`src/rtl/reg_bank_arbiter_if.sv`:
```
`default_nettype none
// ============================================================================
//  Module   : reg_bank_arbiter_if
//  Purpose  : Two-requester access bus for the shared register bank:
//             request/write-data side from the agents, grant/read-data side
//             from the arbiter.
//  Revision : 1.0  initial release
// ============================================================================
interface reg_bank_arbiter_if #(
    parameter int WIDTH = 4,
    parameter int AW    = 2
);
    logic             req0;
    logic             req1;
    logic             we0;
    logic             we1;
    logic [AW-1:0]    addr0;
    logic [AW-1:0]    addr1;
    logic [WIDTH-1:0] wdata0;
    logic [WIDTH-1:0] wdata1;
    logic             gnt0;
    logic             gnt1;
    logic [WIDTH-1:0] rdata0;
    logic [WIDTH-1:0] rdata1;
    logic             rvalid0;
    logic             rvalid1;
    logic             busy;

    // Requester side: drives requests, observes grants and read returns
    modport master (
        output req0, req1, we0, we1, addr0, addr1, wdata0, wdata1,
        input  gnt0, gnt1, rdata0, rdata1, rvalid0, rvalid1, busy
    );

    // Arbiter side
    modport slave (
        input  req0, req1, we0, we1, addr0, addr1, wdata0, wdata1,
        output gnt0, gnt1, rdata0, rdata1, rvalid0, rvalid1, busy
    );
endinterface
`default_nettype wire

```
`src/rtl/reg_bank_arbiter.sv`:
```
`default_nettype none
// ============================================================================
//  Module   : reg_bank_arbiter
//  Purpose  : Shares DEPTH registers of WIDTH bits between two requesters.
//             One access is granted per cycle with round-robin priority on
//             conflict; read data returns registered one cycle after grant.
//  Revision : 1.0  initial release
// ============================================================================
module reg_bank_arbiter #(
    parameter int WIDTH = 4,
    parameter int DEPTH = 4,
    parameter int AW    = 2
) (
    input  logic                clk,
    input  logic                reset,
    reg_bank_arbiter_if.slave   bus
);

    typedef enum logic [0:0] {
        PRIO0 = 1'b0,
        PRIO1 = 1'b1
    } prio_t;

    prio_t            r_state;
    prio_t            w_state_next;

    logic             w_req0;
    logic             w_req1;
    logic             w_gnt0;
    logic             w_gnt1;
    logic             w_acc_we;
    logic [AW-1:0]    w_acc_addr;
    logic [WIDTH-1:0] w_acc_wdata;
    logic             w_wr_en;
    logic [WIDTH-1:0] w_rd_data;

    logic [WIDTH-1:0] r_mem [DEPTH];
    logic [WIDTH-1:0] r_rdata0;
    logic [WIDTH-1:0] r_rdata1;
    logic             r_rvalid0;
    logic             r_rvalid1;

    // Reset masks requests so no grant (and hence no write) occurs in a reset cycle
    assign w_req0 = bus.req0 & ~reset;
    assign w_req1 = bus.req1 & ~reset;

    // Priority state register
    always_ff @(posedge clk) begin
        if (reset) begin
            r_state <= PRIO0;
        end else begin
            r_state <= w_state_next;
        end
    end

    // Grant decode and next priority: winner of a grant hands priority to the other port
    always_comb begin
        w_gnt0       = 1'b0;
        w_gnt1       = 1'b0;
        w_state_next = r_state;
        case (r_state)
            PRIO0: begin
                if (w_req0) begin
                    w_gnt0       = 1'b1;
                    w_state_next = PRIO1;
                end else if (w_req1) begin
                    w_gnt1       = 1'b1;
                    w_state_next = PRIO0;
                end
            end
            PRIO1: begin
                if (w_req1) begin
                    w_gnt1       = 1'b1;
                    w_state_next = PRIO0;
                end else if (w_req0) begin
                    w_gnt0       = 1'b1;
                    w_state_next = PRIO1;
                end
            end
            default: begin
                w_state_next = PRIO0;
            end
        endcase
    end

    // At most one grant exists, so a single shared access path suffices
    assign w_acc_we    = w_gnt1 ? bus.we1    : bus.we0;
    assign w_acc_addr  = w_gnt1 ? bus.addr1  : bus.addr0;
    assign w_acc_wdata = w_gnt1 ? bus.wdata1 : bus.wdata0;
    assign w_wr_en     = (w_gnt0 | w_gnt1) & w_acc_we;

    // Read mux; addresses beyond DEPTH match no register and read as zero
    always_comb begin
        w_rd_data = '0;
        for (int i = 0; i < DEPTH; i++) begin
            if (w_acc_addr == AW'(i)) begin
                w_rd_data = r_mem[i];
            end
        end
    end

    // Register storage; out-of-range writes match no register and are dropped
    always_ff @(posedge clk) begin
        if (reset) begin
            for (int i = 0; i < DEPTH; i++) begin
                r_mem[i] <= '0;
            end
        end else if (w_wr_en) begin
            for (int i = 0; i < DEPTH; i++) begin
                if (w_acc_addr == AW'(i)) begin
                    r_mem[i] <= w_acc_wdata;
                end
            end
        end
    end

    // Read return registers: data captured on a read grant, valid pulses one cycle
    always_ff @(posedge clk) begin
        if (reset) begin
            r_rdata0  <= '0;
            r_rdata1  <= '0;
            r_rvalid0 <= 1'b0;
            r_rvalid1 <= 1'b0;
        end else begin
            r_rvalid0 <= w_gnt0 & ~bus.we0;
            r_rvalid1 <= w_gnt1 & ~bus.we1;
            if (w_gnt0 && !bus.we0) begin
                r_rdata0 <= w_rd_data;
            end
            if (w_gnt1 && !bus.we1) begin
                r_rdata1 <= w_rd_data;
            end
        end
    end

    // Reset forces the visible read return to idle, cancelling a pulse
    // launched by a read granted in the preceding cycle
    assign bus.gnt0    = w_gnt0;
    assign bus.gnt1    = w_gnt1;
    assign bus.busy    = w_gnt0 | w_gnt1;
    assign bus.rvalid0 = r_rvalid0 & ~reset;
    assign bus.rvalid1 = r_rvalid1 & ~reset;
    assign bus.rdata0  = reset ? '0 : r_rdata0;
    assign bus.rdata1  = reset ? '0 : r_rdata1;

endmodule
`default_nettype wire

```
`src/flat_wrapper.sv`:
```
// flat-port wrapper written by rule: the top's interface ports become plain ports
module reg_bank_arbiter_flat 
#(
    parameter int WIDTH = 4,
    parameter int DEPTH = 4,
    parameter int AW    = 2
)
  (clk, reset, bus_req0, bus_req1, bus_we0, bus_we1, bus_addr0, bus_addr1, bus_wdata0, bus_wdata1, bus_gnt0, bus_gnt1, bus_rdata0, bus_rdata1, bus_rvalid0, bus_rvalid1, bus_busy);
  reg_bank_arbiter_if #(.WIDTH(WIDTH), .AW(AW)) bus_i ();
  input  logic clk;
  input  logic reset;
  input wire logic [$bits(bus_i.req0)-1:0] bus_req0;
  input wire logic [$bits(bus_i.req1)-1:0] bus_req1;
  input wire logic [$bits(bus_i.we0)-1:0] bus_we0;
  input wire logic [$bits(bus_i.we1)-1:0] bus_we1;
  input wire logic [$bits(bus_i.addr0)-1:0] bus_addr0;
  input wire logic [$bits(bus_i.addr1)-1:0] bus_addr1;
  input wire logic [$bits(bus_i.wdata0)-1:0] bus_wdata0;
  input wire logic [$bits(bus_i.wdata1)-1:0] bus_wdata1;
  output wire logic [$bits(bus_i.gnt0)-1:0] bus_gnt0;
  output wire logic [$bits(bus_i.gnt1)-1:0] bus_gnt1;
  output wire logic [$bits(bus_i.rdata0)-1:0] bus_rdata0;
  output wire logic [$bits(bus_i.rdata1)-1:0] bus_rdata1;
  output wire logic [$bits(bus_i.rvalid0)-1:0] bus_rvalid0;
  output wire logic [$bits(bus_i.rvalid1)-1:0] bus_rvalid1;
  output wire logic [$bits(bus_i.busy)-1:0] bus_busy;
  assign bus_i.req0 = bus_req0;
  assign bus_i.req1 = bus_req1;
  assign bus_i.we0 = bus_we0;
  assign bus_i.we1 = bus_we1;
  assign bus_i.addr0 = bus_addr0;
  assign bus_i.addr1 = bus_addr1;
  assign bus_i.wdata0 = bus_wdata0;
  assign bus_i.wdata1 = bus_wdata1;
  assign bus_gnt0 = bus_i.gnt0;
  assign bus_gnt1 = bus_i.gnt1;
  assign bus_rdata0 = bus_i.rdata0;
  assign bus_rdata1 = bus_i.rdata1;
  assign bus_rvalid0 = bus_i.rvalid0;
  assign bus_rvalid1 = bus_i.rvalid1;
  assign bus_busy = bus_i.busy;
  reg_bank_arbiter #(.WIDTH(WIDTH), .DEPTH(DEPTH), .AW(AW)) u_core (.clk(clk), .reset(reset), .bus(bus_i));
endmodule
```
`config.mk`:
```
export PLATFORM = sky130hd
export DESIGN_NAME = reg_bank_arbiter_flat
export DESIGN_NICKNAME = d
export VERILOG_FILES = /design/src/rtl/reg_bank_arbiter_if.sv /design/src/rtl/reg_bank_arbiter.sv /design/src/flat_wrapper.sv
export SDC_FILE = /design/constraint.sdc
export NUM_CORES = 1
export LEC_CHECK = 0
export BUFFER_PORTS_ARGS = -buffer_cell sky130_fd_sc_hd__buf_2
export CAP_MARGIN = 20
export CORE_MARGIN = 2
export CORE_UTILIZATION = 38
export CTS_BUF_LIST = sky130_fd_sc_hd__clkbuf_16
export DETAILED_ROUTE_END_ITERATION = 12
export SLEW_MARGIN = 20
export SYNTH_ARGS = -nofsm -noshare
export SYNTH_HDL_FRONTEND = slang
export SYNTH_SLANG_ARGS = --single-unit
export TNS_END_PERCENT = 1
```
`constraint.sdc`:
```
create_clock -name clk -period 2 [get_ports clk]
set_clock_uncertainty 0.05 [all_clocks]
set_input_delay 0.1 -clock clk [delete_from_list [all_inputs] [get_ports clk]]
set_output_delay 0.1 -clock clk [all_outputs]
set_load 0.02 [all_outputs]
```
## Word level (Yosys, flattened, before mapping)

Memory sizes are Yosys's and may differ from the RTL's.
Cells that the tools add are included.

- Bits in registers: 11
- Bits in writable memories: 16
- Output and inout bits: 13
- Word-level logic and storage cells: 69
- Memories kept: 1

Memories:

| memory | words | width | rd ports | clocked after memory_dff | write ports | line | text |
|---|---|---|---|---|---|---|---|
| u_core.r_mem | 4 | 4 | 4 | 0 | 4 | reg_bank_arbiter.sv:37 | `logic [WIDTH-1:0] r_mem [DEPTH];` |

- Equal/unequal tests: 3
- Mux-type cells: 39
- Bitwise logic cells: 16
- Reduce and logical (&&, ||, !) cells: 5

Operator list:

| operator | count |
|---|---|
| two-way mux 4 bit | 11 |
| two-way mux 1 bit | 24 |
| bitwise AND 1 bit | 7 |
| case mux 1 bit (2 select lines) | 3 |
| OR 1 bit | 5 |
| == test 2 bit, second input constant | 2 |
| inverter 1 bit | 4 |
| == test 2 x 1 -> 1 bit, second input constant | 1 |
| logical AND 1 bit | 2 |
| logical NOT 1 bit | 2 |
| logical NOT 2 bit | 1 |
| two-way mux 2 bit | 1 |

## Logic depth before layout (Yosys ltp)

- Depth after elaboration: 12
- Depth in mapped cells: 6

## Worst setup path before layout

Ideal clock, no wire load.

- Path type: register to register
- Start: register u_core.r_state
- End: memory u_core.r_mem[0][0], enable pin
- Library setup time: 309 ps
- Arrival: 1316 ps
- Required time: 1641 ps
- Setup slack: 326 ps
- Cell stages (with the launch flop): 6
- Path through: dfxtp_1 and2b_2 buf_2 o22ai_1 o211ai_1 nand2_1

RTL lines:

| what | line | text |
|---|---|---|
| start, declared | reg_bank_arbiter.sv:24 | `prio_t r_state;` |
| start signal, assigned | reg_bank_arbiter.sv:52 | `r_state <= w_state_next;` |
| end, declared | reg_bank_arbiter.sv:37 |  |

==> metrics.txt <==
Residual DRC=0; die height=68.9 um; Clock Root Buffer=clkbuf_16; Vias=1454; worst hold stages=2; H-tree levels=1; WP data arrival=1750 ps; GR Util met1=20.7%; fmax=544 MHz; maximum fanout along the worst path=14; global-route wire length before repair=6290 um; Initial Utilization=39.8%; routed wire length=3900 um; initial antenna violation count=0; mean cell area of the mapped netlist=9.00 um^2; starting DRC count in detailed routing=45; CTS tree=built; Clock Sinks=27; post-synth top area share=30.0%; Hold WC Path Type=in -> reg; clock tree buffer depth=2; grt met3 use=3.57%; post-route cell area=1880 um^2; Clock Latency Late Sink=260 ps; Setup Buffers After CTS=0; count leader, synth=nand2b_1; LEAKAGE=0.000754 uW; number of synthesized register bits=27; Post-Syn Nets=196; vias in the first global route=1394; Die X=68.9 um; total grt overflow=0; Max VDD drop=0.000476 V; MaxCap Viol Count=0; Post-Place Setup Slack=162 ps; Req. time, crit path=1920 ps; gr busiest metal=met2; Seq/Total Area, Yosys=43.7%; Crit path buffers/inverters=0; area grow syn2layout=17.6%; Post-Synthesis Cells=178; critical path's slowest cell=dfxtp_1; Crit Path Class=reg -> reg; dominant cells by area after synthesis=edfxtp_1 (30%), dfxtp_1 (14%), nand2b_1 (8.2%); filler instances=388; worst r2r src=u_core.r_state; Synth Flop Type=edfxtp_1; YS warnings=0; worst slew pin tran=455 ps; total CTS buffers=3; hold_buf cts=0; synth cell count leaders=nand2b_1 (21), nand2_1 (20), nor2_1 (20); pin count of the biggest net entering global routing=21; Final Core Density=46.8%; GR met2 Demand/Resource=33.3%; Power Density=687 nW/um^2; Antenna Nets Post-Route=0; outcome=completed; dpl hpwl=3110 um; final worst-path cycle share=91.8%; # diodes=0; IO Pins=31; overall routing resource usage=18.1%; endpoint class of the critical path=register; cell family contributing the most delay on the critical path=compound AO/OA/AOI/OAI gates; Final Net Count=224; Largest stage delay, worst path=360 ps; Post-CTS Resized=0; max-slew violation count=0; RSZ-0062 raised after global routing=false; Startpoint Class=register; Core Region=4030 um^2; cell count along the critical path=4; Worst-path clk slew=70 ps; number of synthesized flops with an enable pin=16; min setup slack post-route=163 ps; vias per inst=5.70; Row Count=23; placed inst area=1800 um^2; layout cells sized above 1=21.5%; final hold violation count=0; Netlist Area Pre-Place=1600 um^2; worst hold start=bus_we1; minimum clock period=1840 ps; area leader, netlist=edfxtp_1; gpl congestion=0.838; Setup TNS Final=0 ps; Max-slew headroom=69.4%; die area=4750 um^2; Async S/R FF share, synth=0%; Worst setup startpoint=u_core.r_state; port buffer count=30; Setup Viol. Count Final=0; CP Cell Sequence=and2b_2 > o22ai_1 > o211ai_1 > nand2_1; Worst Reg-to-Reg Cells=4; drt wl/cell=15.3 um; first-pass detailed-route iteration total=4; synth unique cells=31
==> stage by stage <==
step	total power [uW]	instances	hold WS [ps]
after global routing	1350	255	51.2
after CTS	1290	255	40.7
after floorplan	758	178	122
after global placement	822	251	306
after detailed placement	828	251	317
final	1290	255	35.6
==> final timing paths <==
path / slack, ps / end
max: 160 / u_core.r_mem[0][1]
min: 40 / u_core.r_rvalid1
max reg2reg: 160 / u_core.r_mem[0][1]
min reg2reg: 470 / u_core.r_state
==> area by class of cell <==
cell class | instances | area [um^2] | share of cell area (%)
Tap cell | 50 | 62.6 | 3.32
Inverter | 4 | 16.3 | 0.863
Multi-Input combinational cell | 135 | 821 | 43.6
Sequential cell | 27 | 701 | 37.2
Timing Repair Buffer | 35 | 200 | 10.6
Clock buffer | 3 | 75.1 | 3.98
Clock inverter | 1 | 8.76 | 0.465
==> placed cells by master (no fill, tap or decap), types with 4 or more instances in the layout <==
cell      count
buf_2        30
nand2b_1     21
nand2_1      20
nor2_1       20
edfxtp_1     16
a21oi_1      12
dfxtp_1      11
nor2b_1      10
a211oi_1      9
a311oi_1      8
o221ai_1      8
o21ai_0       5
o211ai_1      4
mux2i_1       4
buf_4         4
==> power by group <==
group	internal (uW)	total, uW	switching, uW
registers	611	621	10.9
clock network	277	479	203
logic	71.0	194	123
==> registers in the layout, indices dropped and copies added, names as in the netlist <==
register	cells
u_core.r_mem	16
u_core.r_rdata0	4
u_core.r_rdata1	4
u_core.r_rvalid0	1
u_core.r_rvalid1	1
u_core.r_state	1
==> layer usage <==
metal,wire (um),share of wire (%)
met2,1980,51
met5,0,0
met4,62,1.6
met1,1610,41
met3,240,6.2
==> cell families after synthesis <==
kind of cell           after synthesis  synth area share, %
AND/OR/NAND/NOR                     82                 27.1
flip-flops                          27                 43.7
buffers and inverters               16                 5.07
AO/OA/AOI/OAI                       49                 21.6
multiplexers                         4                 2.50
(Power assumes the default switching activity.)
